`config.mk`:
```
export PLATFORM = sky130hd
export DESIGN_NAME = sdram_init_seq_flat
export DESIGN_NICKNAME = d
export VERILOG_FILES = /design/src/rtl/sdram_init_if.sv /design/src/rtl/sdram_init_seq.sv /design/src/flat_wrapper.sv
export SDC_FILE = /design/constraint.sdc
export NUM_CORES = 1
export LEC_CHECK = 0
export CAP_MARGIN = 5
export CORE_MARGIN = 2
export CORE_UTILIZATION = 55
export DETAILED_ROUTE_END_ITERATION = 16
export PLACE_DENSITY = 0.81
export SYNTH_ARGS = -nofsm -noshare
export SYNTH_HDL_FRONTEND = slang
export SYNTH_SLANG_ARGS = --single-unit
```
`constraint.sdc`:
```
create_clock -name clk -period 3.7 [get_ports clk]
set_clock_uncertainty 0.05 [all_clocks]
set_input_delay 0.37 -clock clk [delete_from_list [all_inputs] [get_ports clk]]
set_output_delay 0.37 -clock clk [all_outputs]
set_load 0.05 [all_outputs]
```
`src/rtl/sdram_init_if.sv`:
```
// Command/address bundle between the SDRAM init sequencer and the SDRAM top's
// command mux; the sequencer is the master and drives the SDRAM-side signals.
interface sdram_init_if #(
  parameter int ADDR_WIDTH = 12,
  parameter int BA_WIDTH   = 2
);
  logic                  init_req;
  logic [3:0]            sdram_cmd;
  logic [ADDR_WIDTH-1:0] sdram_addr;
  logic [BA_WIDTH-1:0]   sdram_ba;
  logic                  init_end;

  modport master (
    input  init_req,
    output sdram_cmd,
    output sdram_addr,
    output sdram_ba,
    output init_end
  );

  modport slave (
    output init_req,
    input  sdram_cmd,
    input  sdram_addr,
    input  sdram_ba,
    input  init_end
  );
endinterface

```
`src/rtl/sdram_init_seq.sv`:
```
// SDRAM power-up initialisation: power-up wait, PRECHARGE ALL, REF_NUM AUTO
// REFRESH, MODE REGISTER SET, with programmable spacing; re-runnable on init_req.
module sdram_init_seq #(
  parameter int                    ADDR_WIDTH = 12,
  parameter int                    BA_WIDTH   = 2,
  parameter int                    T_POWERUP  = 10000,
  parameter int                    T_RP       = 2,
  parameter int                    T_RC       = 4,
  parameter int                    T_MRD      = 2,
  parameter int                    REF_NUM    = 8,
  parameter logic [ADDR_WIDTH-1:0] MODE_REG   = ADDR_WIDTH'('b0000_0011_0010)
) (
  input  logic          clk,
  input  logic          rst_n,
  sdram_init_if.master  bus
);

  localparam int T_MAX_A = (T_POWERUP > T_RP)  ? T_POWERUP : T_RP;
  localparam int T_MAX_B = (T_RC      > T_MRD) ? T_RC      : T_MRD;
  localparam int T_MAX   = (T_MAX_A   > T_MAX_B) ? T_MAX_A : T_MAX_B;
  localparam int CNT_W   = $clog2(T_MAX + 1);
  localparam int REF_W   = $clog2(REF_NUM + 1);

  localparam logic [CNT_W-1:0] PWR_LAST = CNT_W'(T_POWERUP);
  localparam logic [CNT_W-1:0] RP_LAST  = CNT_W'(T_RP - 1);
  localparam logic [CNT_W-1:0] RC_LAST  = CNT_W'(T_RC - 1);
  localparam logic [CNT_W-1:0] MRD_LAST = CNT_W'(T_MRD - 1);
  localparam logic [REF_W-1:0] REF_TOTAL = REF_W'(REF_NUM);

  localparam logic [ADDR_WIDTH-1:0] ADDR_A10 = ADDR_WIDTH'(1024);

  localparam logic [3:0] CMD_NOP  = 4'b0111;
  localparam logic [3:0] CMD_PRE  = 4'b0010;
  localparam logic [3:0] CMD_AREF = 4'b0001;
  localparam logic [3:0] CMD_MRS  = 4'b0000;

  generate
    if (ADDR_WIDTH < 11 || BA_WIDTH < 1 || T_POWERUP < 1 || T_RP < 1 ||
        T_RC < 1 || T_MRD < 1 || REF_NUM < 1) begin : g_bad_params
      $error("sdram_init_seq: parameter out of range");
    end
  endgenerate

  typedef enum logic [2:0] {
    S_WAIT_PWR,
    S_PRE,
    S_WAIT_RP,
    S_REF,
    S_WAIT_RC,
    S_MRS,
    S_WAIT_MRD,
    S_DONE
  } state_e;

  state_e                state_q;
  logic [CNT_W-1:0]      cnt_q;
  logic [REF_W-1:0]      ref_cnt_q;
  logic [3:0]            cmd_q;
  logic [ADDR_WIDTH-1:0] addr_q;
  logic                  init_end_q;

  logic [CNT_W-1:0]      gap_last;
  logic                  gap_done;
  logic                  ref_more;

  // cnt_q is 0 while a command is on the bus, so a 1-cycle spacing (last = 0)
  // completes in the command state itself and the wait state is never entered.
  always_comb begin
    gap_last = PWR_LAST;
    case (state_q)
      S_PRE, S_WAIT_RP:  gap_last = RP_LAST;
      S_REF, S_WAIT_RC:  gap_last = RC_LAST;
      S_MRS, S_WAIT_MRD: gap_last = MRD_LAST;
      default:           gap_last = PWR_LAST;
    endcase
  end

  assign gap_done = (cnt_q == gap_last);
  assign ref_more = (ref_cnt_q < REF_TOTAL);

  always_ff @(posedge clk or negedge rst_n) begin
    if (!rst_n) begin
      state_q    <= S_WAIT_PWR;
      cnt_q      <= '0;
      ref_cnt_q  <= '0;
      cmd_q      <= CMD_NOP;
      addr_q     <= ADDR_A10;
      init_end_q <= 1'b0;
    end else begin
      cmd_q  <= CMD_NOP;
      addr_q <= ADDR_A10;
      case (state_q)
        S_WAIT_PWR: begin
          if (gap_done) begin
            state_q <= S_PRE;
            cmd_q   <= CMD_PRE;
            cnt_q   <= '0;
          end else begin
            cnt_q <= cnt_q + 1'b1;
          end
        end
        S_PRE, S_WAIT_RP: begin
          if (gap_done) begin
            state_q   <= S_REF;
            cmd_q     <= CMD_AREF;
            ref_cnt_q <= ref_cnt_q + 1'b1;
            cnt_q     <= '0;
          end else begin
            state_q <= S_WAIT_RP;
            cnt_q   <= cnt_q + 1'b1;
          end
        end
        S_REF, S_WAIT_RC: begin
          if (gap_done) begin
            cnt_q <= '0;
            if (ref_more) begin
              state_q   <= S_REF;
              cmd_q     <= CMD_AREF;
              ref_cnt_q <= ref_cnt_q + 1'b1;
            end else begin
              state_q <= S_MRS;
              cmd_q   <= CMD_MRS;
              addr_q  <= MODE_REG;
            end
          end else begin
            state_q <= S_WAIT_RC;
            cnt_q   <= cnt_q + 1'b1;
          end
        end
        S_MRS, S_WAIT_MRD: begin
          if (gap_done) begin
            state_q    <= S_DONE;
            init_end_q <= 1'b1;
            cnt_q      <= '0;
          end else begin
            state_q <= S_WAIT_MRD;
            cnt_q   <= cnt_q + 1'b1;
          end
        end
        S_DONE: begin
          // Re-init skips the power-up wait and restarts at PRECHARGE.
          if (bus.init_req) begin
            state_q    <= S_PRE;
            cmd_q      <= CMD_PRE;
            init_end_q <= 1'b0;
            ref_cnt_q  <= '0;
          end
        end
        default: state_q <= S_WAIT_PWR;
      endcase
    end
  end

  assign bus.sdram_cmd  = cmd_q;
  assign bus.sdram_addr = addr_q;
  assign bus.sdram_ba   = {BA_WIDTH{1'b0}};
  assign bus.init_end   = init_end_q;

endmodule

```
`src/flat_wrapper.sv`:
```
// flat-port wrapper written by rule: the top's interface ports become plain ports
module sdram_init_seq_flat 
#(
  parameter int                    ADDR_WIDTH = 12,
  parameter int                    BA_WIDTH   = 2,
  parameter int                    T_POWERUP  = 10000,
  parameter int                    T_RP       = 2,
  parameter int                    T_RC       = 4,
  parameter int                    T_MRD      = 2,
  parameter int                    REF_NUM    = 8,
  parameter logic [ADDR_WIDTH-1:0] MODE_REG   = ADDR_WIDTH'('b0000_0011_0010)
)
  (clk, rst_n, bus_init_req, bus_sdram_cmd, bus_sdram_addr, bus_sdram_ba, bus_init_end);
  sdram_init_if #(.ADDR_WIDTH(ADDR_WIDTH), .BA_WIDTH(BA_WIDTH)) bus_i ();
  input  logic clk;
  input  logic rst_n;
  input wire logic [$bits(bus_i.init_req)-1:0] bus_init_req;
  output wire logic [$bits(bus_i.sdram_cmd)-1:0] bus_sdram_cmd;
  output wire logic [$bits(bus_i.sdram_addr)-1:0] bus_sdram_addr;
  output wire logic [$bits(bus_i.sdram_ba)-1:0] bus_sdram_ba;
  output wire logic [$bits(bus_i.init_end)-1:0] bus_init_end;
  assign bus_i.init_req = bus_init_req;
  assign bus_sdram_cmd = bus_i.sdram_cmd;
  assign bus_sdram_addr = bus_i.sdram_addr;
  assign bus_sdram_ba = bus_i.sdram_ba;
  assign bus_init_end = bus_i.init_end;
  sdram_init_seq #(.ADDR_WIDTH(ADDR_WIDTH), .BA_WIDTH(BA_WIDTH), .T_POWERUP(T_POWERUP), .T_RP(T_RP), .T_RC(T_RC), .T_MRD(T_MRD), .REF_NUM(REF_NUM), .MODE_REG(MODE_REG)) u_core (.clk(clk), .rst_n(rst_n), .bus(bus_i));
endmodule
```
== Word level (Yosys, flattened, before mapping) ==
Index checks and enable logic that the tools add are counted.
Storage, ports and cells
  register bits after elaboration: 38
  bits in latches: 0
  memory bits (writable): 0
  bits in read-only memories: 0
  input bits: 3
  word-level logic and storage cells: 60
  memories kept: 0
Operators by class
  add/sub/neg operators: 2
  multipliers: 0
  divide/modulo/power cells: 0
  $lt $le $gt $ge: 1
  equal/unequal tests: 14
  shift-type cells: 0
  muxes and demuxes: 26
  bitwise operators: 0
  reduce and logical (&&, ||, !) cells: 11
Operators with widths (number)
  $pmux W14 S2: 1
  $mux W12: 2
  $mux W3: 7
  $mux W4: 5
  $pmux W4 S4: 1
  $pmux W3 S5: 1
  $add A14 B1 Y14 const B: 1
  $eq A14 B14 Y1: 1
  $mux W14: 1
  $eq A3 B3 Y1 const B: 4
  $pmux W4 S3: 1
  $mux W11: 1
  $ne A2 B1 Y1 const B: 5
  $reduce_or A7 Y1: 1
  $eq A3 B2 Y1 const B: 2
  $reduce_or A2 Y1: 3
  $mux W1: 5
  $reduce_and A5 Y1: 1
  $add A4 B1 Y4 const B: 1
  $lt A4 B4 Y1 const B: 1
  $reduce_or A4 Y1: 1
  $eq A3 B1 Y1 const B: 1
  $logic_not A3 Y1: 1
  $reduce_and A3 Y1: 1
  other kinds (5): 5

== Longest topological paths before layout ==
Gate-level depths: netlist (run 1).
  depth in word-level cells: 6
  depth in mapped cells: 8
  gate-level depth less buffers: 6

== Worst setup path before layout (run 1) ==
OpenSTA, ideal clock, no wires.
  path type: register to register
  start: reg u_core.state_q[1]
  end: reg u_core.ref_cnt_q[0]
  data arrival time: 2.187 ns
  data required time: 3.522 ns
  setup slack: 1.335 ns
  stages on the path, launching flop included: 8
  buffers on the path: 1
  clock period less this slack: 2.365 ns
  cells stage by stage: dfrtp_1 -> buf_6 -> or3_4 -> a2111o_1 -> a221oi_2 -> nand2b_2 -> a21oi_4 -> mux2_1
On the way
  word-level cells in the longest chain between the ends: 6
RTL lines
  start: declaration: RTL line sdram_init_seq.sv:55  | state_e state_q;
  start signal: assignment: RTL line sdram_init_seq.sv:83  | state_q <= S_WAIT_PWR;
  start signal: assignment: RTL line sdram_init_seq.sv:95  | state_q <= S_PRE;
  start signal: assignment: RTL line sdram_init_seq.sv:104  | state_q <= S_REF;
  $eq A3 B1 Y1, or another cell as far along: RTL line sdram_init_seq.sv:70, sdram_init_seq.sv:92
  $reduce_or A4 Y1 (no line) or $reduce_or A2 Y1 (tied branches)
  $pmux W14 S2: RTL line sdram_init_seq.sv:70  | case (state_q)
  $eq A14 B14 Y1: RTL line sdram_init_seq.sv:78  | assign gap_done = (cnt_q == gap_last);
  $ne A2 B1 Y1 (no line)
  $reduce_and A5 Y1 (no line)
  end signal: assignment: RTL line sdram_init_seq.sv:106  | ref_cnt_q <= ref_cnt_q + 1'b1;
  end signal: assignment: RTL line sdram_init_seq.sv:119  | ref_cnt_q <= ref_cnt_q + 1'b1;
  end: declaration: RTL line sdram_init_seq.sv:57  | logic [REF_W-1:0] ref_cnt_q;
Parallel ways exist; a longest one is shown, timed or not.
A chain may end at the register's enable or synchronous reset.

== Worst setup path after layout (run 1) ==
  start: reg u_core.state_q[2]
  end: reg u_core.ref_cnt_q[0]
Same word-level chain as after synthesis.

==> results of run 1 <==
-- power by group through the flow --
stage | sequential, mW | clock (mW) | combinational (mW)
final | 0.447 | 0.131 | 0.235
after global routing | 0.461 | 0.153 | 0.267
after CTS | 0.444 | 0.136 | 0.238
after detailed placement | 0.449 | 0 | 0.235
after global placement | 0.442 | 0 | 0.225
after floorplan | 0.446 | 0 | 0.177
-- per-stage QoR --
| stage | setup WS [ns] | utilization | std cells |
|---|---|---|---|
| final | 0.9160 | 0.6022 | 199 |
| after global routing | 0.7359 | 0.6022 | 199 |
| after CTS | 0.9312 | 0.6022 | 199 |
| after detailed placement | 0.9951 | 0.5911 | 195 |
| after global placement | 1.121 | 0.5911 | 195 |
| after floorplan | 1.335 | - | 171 |
-- layout by cell type, fill, tap and decap left out, types with 2 or more instances in the layout --
cell type,n
a211oi_1,2
a21oi_1,9
a31oi_1,2
and2_1,2
and3_1,4
buf_4,2
clkbuf_4,3
clkdlybuf4s50_1,10
conb_1,11
dfrtp_1,23
dfstp_2,4
ha_1,2
inv_1,5
nand2_1,15
nand3_1,11
nand4_1,6
nor2_1,13
o21ai_0,8
o41ai_2,2
or2_2,2
xnor2_1,7
xor2_1,4
-- sequential cells by signal, summed over array words and instances, names as in the netlist --
| name | count |
|---|---|
| u_core.bus.init_end | 1 |
| u_core.bus.sdram_addr | 2 |
| u_core.bus.sdram_cmd | 3 |
| u_core.cnt_q | 14 |
| u_core.ref_cnt_q | 4 |
| u_core.state_q | 3 |
-- metal layers --
metal  routed length [µm]  track usage  part of all wire  vias up
li1                     -            -                 -      554
met1                 1194       0.2440              0.42      563
met5                    0            0                 0        -
met3                  182      0.03456             0.064        7
met2                 1420       0.3056              0.50       47
met4                   55       0.1361             0.019        0
-- final cells by class --
| cell class | instances | area [µm²] | share of cell area |
|---|---|---|---|
| Clock inverter | 1 | 7.507 | 0.004640 |
| Clock buffer | 3 | 22.52 | 0.01392 |
| Sequential cell | 27 | 680.7 | 0.4207 |
| Tap cell | 31 | 38.79 | 0.02398 |
| Timing Repair Buffer | 12 | 115.1 | 0.07115 |
| Multi-Input combinational cell | 120 | 734.5 | 0.4540 |
| Inverter | 5 | 18.77 | 0.01160 |
-- final timing paths --
path / startpoint / endpoint / slack [ns] / depth (start not counted)
max: u_core.state_q[2]$_DFFE_PN0P_ / u_core.ref_cnt_q[0]$_DFFE_PN0P_ / 0.92 / 6
min in group asynchronous: rst_n / u_core.ref_cnt_q[1]$_DFFE_PN0P_ / 0.56 / 1
max in group asynchronous: rst_n / u_core.bus.sdram_cmd[1]$_DFF_PN1_ / 2.31 / 2
max reg2reg: u_core.state_q[2]$_DFFE_PN0P_ / u_core.ref_cnt_q[0]$_DFFE_PN0P_ / 0.92 / 6
min reg2reg: u_core.cnt_q[12]$_DFFE_PN0P_ / u_core.cnt_q[12]$_DFFE_PN0P_ / 0.48 / 1
min: u_core.cnt_q[12]$_DFFE_PN0P_ / u_core.cnt_q[12]$_DFFE_PN0P_ / 0.48 / 1
-- critical path, delay by kind of cell, from the launching register on --
family             cells  cell delay [ns]
AOI/OAI and AO/OA      3             1.02
DFF                    1             0.66
muxes                  1             0.33
and+or+nand+nor        2             0.62
-- cell families (layout without fill, tap and decap cells) --
logic type | after synthesis | in the layout
and+or+nand+nor | 64 | 64
AOI/OAI and AO/OA | 30 | 30
DFF | 27 | 27
buffers and inverters | 24 | 21
xor gates and xnor gates | 11 | 11
adders and majority gates | 2 | 2
muxes | 2 | 2
other | 1 | 11
==> qor.yml, run 1 <==
status:
  status: "complete, no violations"
yosys:
  synth-xor-area-share: 0.06317
  synthMuxAreaShare: 0.01395
  synth-simple-area-share: 0.2174
  synth_fa_ha_area_frac: 0.01641
  synth_compound_area_frac: 0.1436
  synth_top_area_frac: 0.3774
  syn_area_per_cell_um2: 9.473
  ys.flop_type: "dfrtp_1"
  netlist_area_mm2: 0.001525
  yosys_warnings: 0
  synth_top_family_by_area: "simple AND/OR/NAND/NOR gates"
  synth_cells: 161
  synth_most_common_cell: "dfrtp_1"
  ys_seq_elements: 27
  ys_seq_area_frac: 0.4463
  synth.lib_cells_used.distinct: 43
  synthTopCellsByArea: "dfrtp_1 (38%), dfstp_2 (6.9%), buf_4 (6.4%), xnor2_1 (4.0%), nand2_1 (3.7%)"
  yosys.area.top_type: "dfrtp_1"
  synth-async-reset-ratio: 1.000
  synth-edff-count: 0
  synth.top_cells.by_count: "dfrtp_1 (23), nand2_1 (15), buf_4 (13), nor2_1 (13), nand3_1 (11)"
power:
  seqPwrFrac: 0.550
  p_leak_nw: 0.6751
  pwr-share-comb: 0.289
  p_total_mw: 0.8138
  internal_power_mw: 0.4984
  switching_share: 0.3876
  ir_worst_vdd_uv: 335.6
  p_per_area_mw_per_mm2: 503.0
  clkPwrFrac: 0.161
  p_switching_mw: 0.3154
setup_path:
  required_ns: 3.88
  cp_max_fo: 16
  crit_type: "reg -> reg"
  cp_slowest_cell: "dfrtp_1"
  cp-end-kind: "flop"
  cp_slowest_stage_delay_ns: 0.66
  critPathArrivalTime_ns: 2.96
  worstSetupStartpointType: "flop"
  cp_cell_sequence: "nand3_1, a2111o_1, a221oi_2, nand2b_2, a21oi_4, mux2_1"
floorplanning:
  core_mm2: 0.002686
  die_h_um: 56.66
  die_w_um: 56.66
  rows: 19
  die-area_mm2: 0.003210
  initial_utilization: 0.5678
  pin_count: 22
placement:
  dp_hpwl_mm: 1.991
  place.gp.congestion: 0.8839
  io_buffer_count: 10
  placed_area_mm2: 0.001588
layout:
  syn_to_final_growth_pct: 6.070
  stdcell_area_mm2: 0.001618
  nets: 174
  drive_gt1_frac: 0.1131
  n_fill_cell: 234
  n_antenna_cell: 0
timing:
  worst_slew_pin_slew_ns: 1.080
  relSlewSlack: 0.2778
  hold_viol: 0
  finalMaxSlewViolations: 0
  rsz0062_at_grt: "false"
  setup_viol: 0
  hold_ws_ns: 0.4775
  fmax_ghz: 0.3592
  finalSetupTns_ns: 0
  period_minus_slack_ns: 2.784
  fin_crit_sh: 0.7524
clock_network:
  numCtsBuffers: 3
  post_cts_buffers: 0
  htreeDepth: 1
  cts-root-buf: "clkbuf_4"
  cts_num_sinks: 27
  hold_buffers: 0
  path_clk_slew_ns: 0.15
  tritoncts: "yes"
  cts_resized: 0
  clock_path_buffers: 2
  worstSkewPairLatency_ns: 0.32
routing:
  wire_per_inst_um: 14.33
  ant_nets: 0
  drcViolationCount: 0
  viasPerCell: 5.884
  num_vias: 1171
  drt_first_pass_iters: 4
  drtIter0Drc: 45
  wirelength_mm: 2.852
global_routing:
  grtUsageTotal: 0.1957
  grt_first_pass_wirelength_mm: 4.947
  grt_start_max_net_pins: 26
  grt.overflow.total: 0
  grt_pass1_vias: 1180
  antenna_found_initial: 0
job:
  drv_cap: 0
hold_path:
  hold_class: "reg -> reg"
Note: power is estimated with default switching activity, not from simulation.
==> run 2: changes to the inputs <==
--- a/config.mk
+++ b/config.mk
@@ -7,9 +7,9 @@
 export LEC_CHECK = 0
 export CAP_MARGIN = 5
 export CORE_MARGIN = 2
-export CORE_UTILIZATION = 55
+export CORE_UTILIZATION = 53
 export DETAILED_ROUTE_END_ITERATION = 16
-export PLACE_DENSITY = 0.81
+export PLACE_DENSITY = 0.78
 export SYNTH_ARGS = -nofsm -noshare
 export SYNTH_HDL_FRONTEND = slang
 export SYNTH_SLANG_ARGS = --single-unit
==> constraint.sdc (replaced) <==
create_clock -name clk -period 2.8 [get_ports clk]
set_clock_uncertainty 0.05 [all_clocks]
set_input_delay 0.28 -clock clk [delete_from_list [all_inputs] [get_ports clk]]
set_output_delay 0.28 -clock clk [all_outputs]
set_load 0.05 [all_outputs]
==> run 2 against run 1 <==
Combinational power rose by 31%. Total power rose by 31%. First-iteration DRC count shrank 36%. Worst setup slack got worse by 0.59 ns. Utilization decreased by 0.64 points.
==> qor.yml, run 2 (synthesis results as in run 1) <==
layout:
  final_common_cell: "dfrtp_1"
  nets: 176  # +1.1%
  mostFrequentLayoutCells: "dfrtp_1 (23), nand2_1 (15), nor2_1 (13)"
  largest_reg_flops: 14  # unchanged
  syn_to_final_growth_pct: 6.809
  final_cells: 201  # +1.0%
  reg_top3: "u_core.cnt_q x14, u_core.ref_cnt_q x4"
  n_antenna_cell: 0  # unchanged
  n_fill_cell: 244  # +4.3%
  largest-register: "u_core.cnt_q"
  drive_gt1_frac: 0.1176  # +0.004552
  stdcell_area_mm2: 0.001629  # +0.70%
routing:
  viasPerCell: 5.647  # -4.0%
  num_vias: 1135  # -3.1%
  drt_first_pass_iters: 4  # unchanged
  wirelength_mm: 2.717  # -4.7%
  wire_per_inst_um: 13.52  # -5.7%
  ant_nets: 0  # unchanged
  drcViolationCount: 0  # unchanged
  drtIter0Drc: 29  # -36%
job:
  drv_cap: 0  # unchanged
clock_network:
  tritoncts: "yes"
  cts-root-buf: "clkbuf_4"
  cts_num_sinks: 27  # unchanged
  path_clk_slew_ns: 0.14  # about the same
  cts_resized: 0  # unchanged
  clock_path_buffers: 2  # unchanged
  worstSkewPairLatency_ns: 0.33  # about the same
  htreeDepth: 1  # unchanged
  post_cts_buffers: 0  # unchanged
  hold_buffers: 0  # unchanged
  numCtsBuffers: 3  # unchanged
placement:
  placedCellCount: 197  # +1.0%
  placed_area_mm2: 0.001603  # +0.95%
  io_buffer_count: 10  # unchanged
  pre_cts_slack_ns: 0.3290  # -0.6661 ns
  dp_hpwl_mm: 1.993  # about the same
  place.gp.congestion: 0.8919  # +0.91%
floorplanning:
  die_h_um: 57.65  # +1.7%
  initial_utilization: 0.5579  # -0.009874
  die_w_um: 57.65  # +1.7%
  core_mm2: 0.002734  # +1.8%
  pin_count: 22  # unchanged
  rows: 19  # unchanged
  die-area_mm2: 0.003323  # +3.5%
hold_path:
  hold_class: "in -> async"
setup_path:
  worstSetupStartpointType: "flop"
  crit_type: "reg -> reg"
  cp_max_fo: 10  # -6
  r2r_setup_slack_ns: 0.32  # -0.59 ns
  critPathArrivalTime_ns: 2.66  # -0.30 ns
  cp-end-kind: "flop"
  required_ns: 2.99  # -0.89 ns
power:
  pwr-share-comb: 0.288  # about the same
  p_switching_mw: 0.4078  # +29%
  internal_power_mw: 0.6595  # +32%
  p_leak_nw: 0.6857  # +1.6%
  switching_share: 0.3821  # -0.005446
  p_total_mw: 1.067  # +31%
  ir_worst_vdd_uv: 425.4  # +27%
  seqPwrFrac: 0.550  # about the same
  p_per_area_mw_per_mm2: 655.2  # +30%
  clkPwrFrac: 0.162  # about the same
timing:
  setup_viol: 0  # unchanged
  period_minus_slack_ns: 2.476  # -0.3081 ns
  fmax_ghz: 0.4039  # +12%
  fin_ws_ns: 0.3241  # -0.5919 ns
  hold_viol: 0  # unchanged
  worst_slew_pin_slew_ns: 0.7578  # -0.3222 ns
  finalMaxSlewViolations: 0  # unchanged
  relSlewSlack: 0.4895  # +0.2117
  finalSetupTns_ns: 0  # unchanged
  fin_crit_sh: 0.8842  # +0.1318
  rsz0062_at_grt: "false"
global_routing:
  grt_pass1_vias: 1064  # -9.8%
  grt_first_pass_wirelength_mm: 4.664  # -5.7%
  antenna_found_initial: 0  # unchanged
  grt_start_max_net_pins: 28  # +7.7%
  grtUsageTotal: 0.1819  # -0.01381
  grt.overflow.total: 0  # unchanged
status:
  status: "complete, no violations"
==> run 2: cell count changes in the layout (fill, tap and decap cells not counted) <==
cell,delta
clkinvlp_4,-1
clkbuf_1,+1
buf_4,+2
==> run 2: power groups by stage <==
stage | clock network, mW | logic (mW) | registers, mW
after floorplan | 0 | 0.234 | 0.589
after global placement | 0 | 0.297 | 0.584
after detailed placement | 0 | 0.308 | 0.590
after CTS | 0.171 | 0.309 | 0.582
after global routing | 0.187 | 0.342 | 0.605
final | 0.172 | 0.307 | 0.587
==> run 2: worst max-delay path, stage by stage (launching register included) <==
cell and delay, ns:
dfrtp_1 0.49, or3_4 0.41, a2111o_1 0.42, a221oi_2 0.32, nand2b_2 0.16, a21oi_4 0.20
mux2_1 0.33
==> run 2: path summary, 6_finish.rpt <==
kind                                               start                           endpoint  cells after the start
setup / recovery           u_core.state_q[1]$_DFFE_PN0P_    u_core.ref_cnt_q[0]$_DFFE_PN0P_                      6
hold / removal                                     rst_n    u_core.bus.init_end$_DFFE_PN0P_                      2
setup reg to reg           u_core.state_q[1]$_DFFE_PN0P_    u_core.ref_cnt_q[0]$_DFFE_PN0P_                      6
hold reg to reg              u_core.cnt_q[7]$_DFFE_PN0P_        u_core.cnt_q[7]$_DFFE_PN0P_                      1
max in group asynchronous                          rst_n  u_core.bus.sdram_cmd[0]$_DFF_PN1_                      2
min in group clk             u_core.cnt_q[7]$_DFFE_PN0P_        u_core.cnt_q[7]$_DFFE_PN0P_                      1
==> run 2: layout make-up <==
cell class / count / area (µm²) / area share
sequential: 27 / 680.7 / 0.4178
tap: 31 / 38.79 / 0.02381
inverter: 5 / 18.77 / 0.01152
timing repair buffer: 14 / 130.1 / 0.07988
clock buffer: 4 / 26.28 / 0.01613
multi-input combinational: 120 / 734.5 / 0.4508
==> run 2: layer usage <==
metal | share of wire | global-route usage | vias to the layer above
met2 | 0.49 | 0.3036 | 18
met4 | 0.017 | 0.06977 | 0
li1 | - | - | 559
met1 | 0.47 | 0.2401 | 553
met3 | 0.025 | 0.02679 | 5
met5 | 0 | 0 | -
==> run 2: through the flow <==
step           hold WS, ns    util
6_report            0.2340  0.5959
5_1_grt             0.2798  0.5959
4_1_cts             0.2636  0.5959
3_5_place_dp        0.4455  0.5863
3_3_place_gp        0.4369  0.5863
2_1_floorplan     -0.06559       -
==> run 3: changes to the inputs <==
--- a/config.mk
+++ b/config.mk
@@ -7,9 +7,9 @@
 export LEC_CHECK = 0
 export CAP_MARGIN = 5
 export CORE_MARGIN = 2
-export CORE_UTILIZATION = 53
+export CORE_UTILIZATION = 48
 export DETAILED_ROUTE_END_ITERATION = 16
-export PLACE_DENSITY = 0.78
+export PLACE_DENSITY = 0.72
 export SYNTH_ARGS = -nofsm -noshare
 export SYNTH_HDL_FRONTEND = slang
 export SYNTH_SLANG_ARGS = --single-unit
==> run 3 against run 2 <==
Wire length shrank 0.52%. Register-to-register slack lost 0.03 ns. Sequential share of layout area shrank 0.41 points. Total power shrank 0.56%. Global-route usage shrank 1.2 points. Die area grew 9.7%. Combinational power grew 2%. Utilization shrank 5.2 points. Critical path type unchanged. Highest routed layer unchanged.
==> qor.yml, run 3 (synthesis results as in run 1) <==
routing:
  drcViolationCount: 0  # unchanged
  num_vias: 1137  # +0.18%
  drt_first_pass_iters: 4  # unchanged
  wirelength_mm: 2.703  # -0.52%
  wire_per_inst_um: 12.63  # -6.6%
  viasPerCell: 5.313  # -5.9%
  ant_nets: 0  # unchanged
  drtIter0Drc: 55  # +90%
timing:
  fin_crit_sh: 0.8940  # +0.009779
  fin_ws_ns: 0.2968  # -0.02738 ns
  finalMaxSlewViolations: 0  # unchanged
  worst_slew_pin_slew_ns: 0.7542  # -0.003583 ns
  hold_viol: 0  # unchanged
  period_minus_slack_ns: 2.503  # +0.02738 ns
  setup_viol: 0  # unchanged
  finalSetupTns_ns: 0  # unchanged
  fmax_ghz: 0.3995  # -1.1%
  hold_ws_ns: 0.2522  # +0.01813 ns
  relSlewSlack: 0.4919  # +0.002413
  rsz0062_at_grt: "false"
setup_path:
  cp_slowest_stage_delay_ns: 0.49  # about the same
  path_delay_family: "compound AO/OA/AOI/OAI gates"
  cp_max_fo: 10  # unchanged
  critPathArrivalTime_ns: 2.69  # +0.03 ns
  crit_type: "reg -> reg"
  cp.depth: 6  # unchanged
  worstSetupStartpointType: "flop"
  worst-path-buf-inv: 0  # unchanged
  r2r_cells: 6  # unchanged
  required_ns: 2.98  # about the same
  cp_cell_sequence: "or3_4, a2111o_1, a221oi_2, nand2b_2, a21oi_4, mux2_1"
  cp-end-kind: "flop"
  cp_slowest_cell: "dfrtp_1"
placement:
  place.gp.congestion: 0.8164  # -8.5%
  io_buffer_count: 10  # unchanged
  pre_cts_slack_ns: 0.3092  # -0.01981 ns
  dp_hpwl_mm: 2.020  # +1.4%
  placedCellCount: 210  # +6.6%
layout:
  final_common_cell: "dfrtp_1"
  mostFrequentLayoutCells: "dfrtp_1 (23), nand2_1 (15), nor2_1 (13)"
  nets: 176  # unchanged
  largest_reg_flops: 14  # unchanged
  reg_top3: "u_core.cnt_q x14, u_core.ref_cnt_q x4"
  largest-register: "u_core.cnt_q"
  syn_to_final_growth_pct: 7.875
  regArea_um2: 680.7  # unchanged
  drive_gt1_frac: 0.1176  # unchanged
  multi_input_area_um2: 734.5  # unchanged
  n_fill_cell: 294  # +20%
  n_antenna_cell: 0  # unchanged
  final_cells: 214  # +6.5%
global_routing:
  grt_pass1_vias: 1037  # -2.5%
  antenna_found_initial: 0  # unchanged
  grt_start_max_net_pins: 28  # unchanged
  grt.overflow.total: 0  # unchanged
  grt_first_pass_wirelength_mm: 4.574  # -1.9%
  grtUsageTotal: 0.1699  # -0.01196
job:
  drv_cap: 0  # unchanged
hold_path:
  hold_class: "in -> async"
floorplanning:
  die-area_mm2: 0.003645  # +9.7%
  die_w_um: 60.37  # +4.7%
  die_h_um: 60.37  # +4.7%
  initial_utilization: 0.5037  # -0.05418
  core_mm2: 0.003028  # +11%
  rows: 20  # +1
  pin_count: 22  # unchanged
power:
  ir_worst_vdd_uv: 224.0  # -47%
  seqPwrFrac: 0.548  # -0.002
  p_per_area_mw_per_mm2: 645.1  # -1.5%
  p_switching_mw: 0.4011  # -1.7%
  switching_share: 0.3779  # -0.004233
  pwr-share-comb: 0.293  # +0.005
  p_total_mw: 1.061  # -0.56%
  p_leak_nw: 0.6857  # unchanged
  clkPwrFrac: 0.158  # -0.004
  internal_power_mw: 0.6603  # +0.13%
clock_network:
  tritoncts: "yes"
  numCtsBuffers: 3  # unchanged
  worstSkewPairLatency_ns: 0.33  # about the same
  cts_resized: 0  # unchanged
  htreeDepth: 1  # unchanged
  cts-root-buf: "clkbuf_4"
  hold_buffers: 0  # unchanged
  clock_path_buffers: 2  # unchanged
  cts_num_sinks: 27  # unchanged
  post_cts_buffers: 0  # unchanged
  path_clk_slew_ns: 0.14  # about the same
status:
  status: "complete, no violations"
-- run 3: cell counts in the layout (fill, tap and decap cells not counted) --
No cell type changed its count.
-- run 3: layout make-up --
class,instances,share of cell area
clock buffer,4,0.01597
inverter,5,0.01141
multi-input combinational,120,0.4464
sequential,27,0.4137
tap,44,0.03346
timing repair buffer,14,0.07909
-- run 3: worst paths after layout --
check | startpoint | endpoint | slack (ns)
setup / recovery | u_core.state_q[1]$_DFFE_PN0P_ | u_core.ref_cnt_q[0]$_DFFE_PN0P_ | 0.30
hold / removal | rst_n | u_core.bus.init_end$_DFFE_PN0P_ | 0.25
setup reg to reg | u_core.state_q[1]$_DFFE_PN0P_ | u_core.ref_cnt_q[0]$_DFFE_PN0P_ | 0.30
hold reg to reg | u_core.cnt_q[5]$_DFFE_PN0P_ | u_core.cnt_q[5]$_DFFE_PN0P_ | 0.46
max in group asynchronous | rst_n | u_core.bus.sdram_cmd[1]$_DFF_PN1_ | 2.15
min in group clk | u_core.cnt_q[5]$_DFFE_PN0P_ | u_core.cnt_q[5]$_DFFE_PN0P_ | 0.46
-- run 3: layer usage --
layer | up-vias | GRT usage | wire, µm
li1 | 557 | - | -
met1 | 551 | 0.2114 | 1189
met2 | 24 | 0.2857 | 1337
met3 | 5 | 0.02559 | 117
met4 | 0 | 0.08889 | 58
met5 | - | 0 | 0
-- run 3: metrics by stage --
step	utilization	instance area (µm²)
final	0.5434	1645
after global routing	0.5434	1645
after CTS	0.5434	1645
after detailed placement	0.5347	1619
after global placement	0.5347	1619
after floorplan	-	1563
-- run 3: power by group through the flow --
stage / Sequential, mW / Combinational (mW) / Clock [mW]
CTS: 0.580 / 0.316 / 0.176
detailed placement: 0.587 / 0.315 / 0
floorplan: 0.589 / 0.234 / 0
global placement: 0.583 / 0.299 / 0
global route: 0.597 / 0.352 / 0.190
finish: 0.582 / 0.312 / 0.168
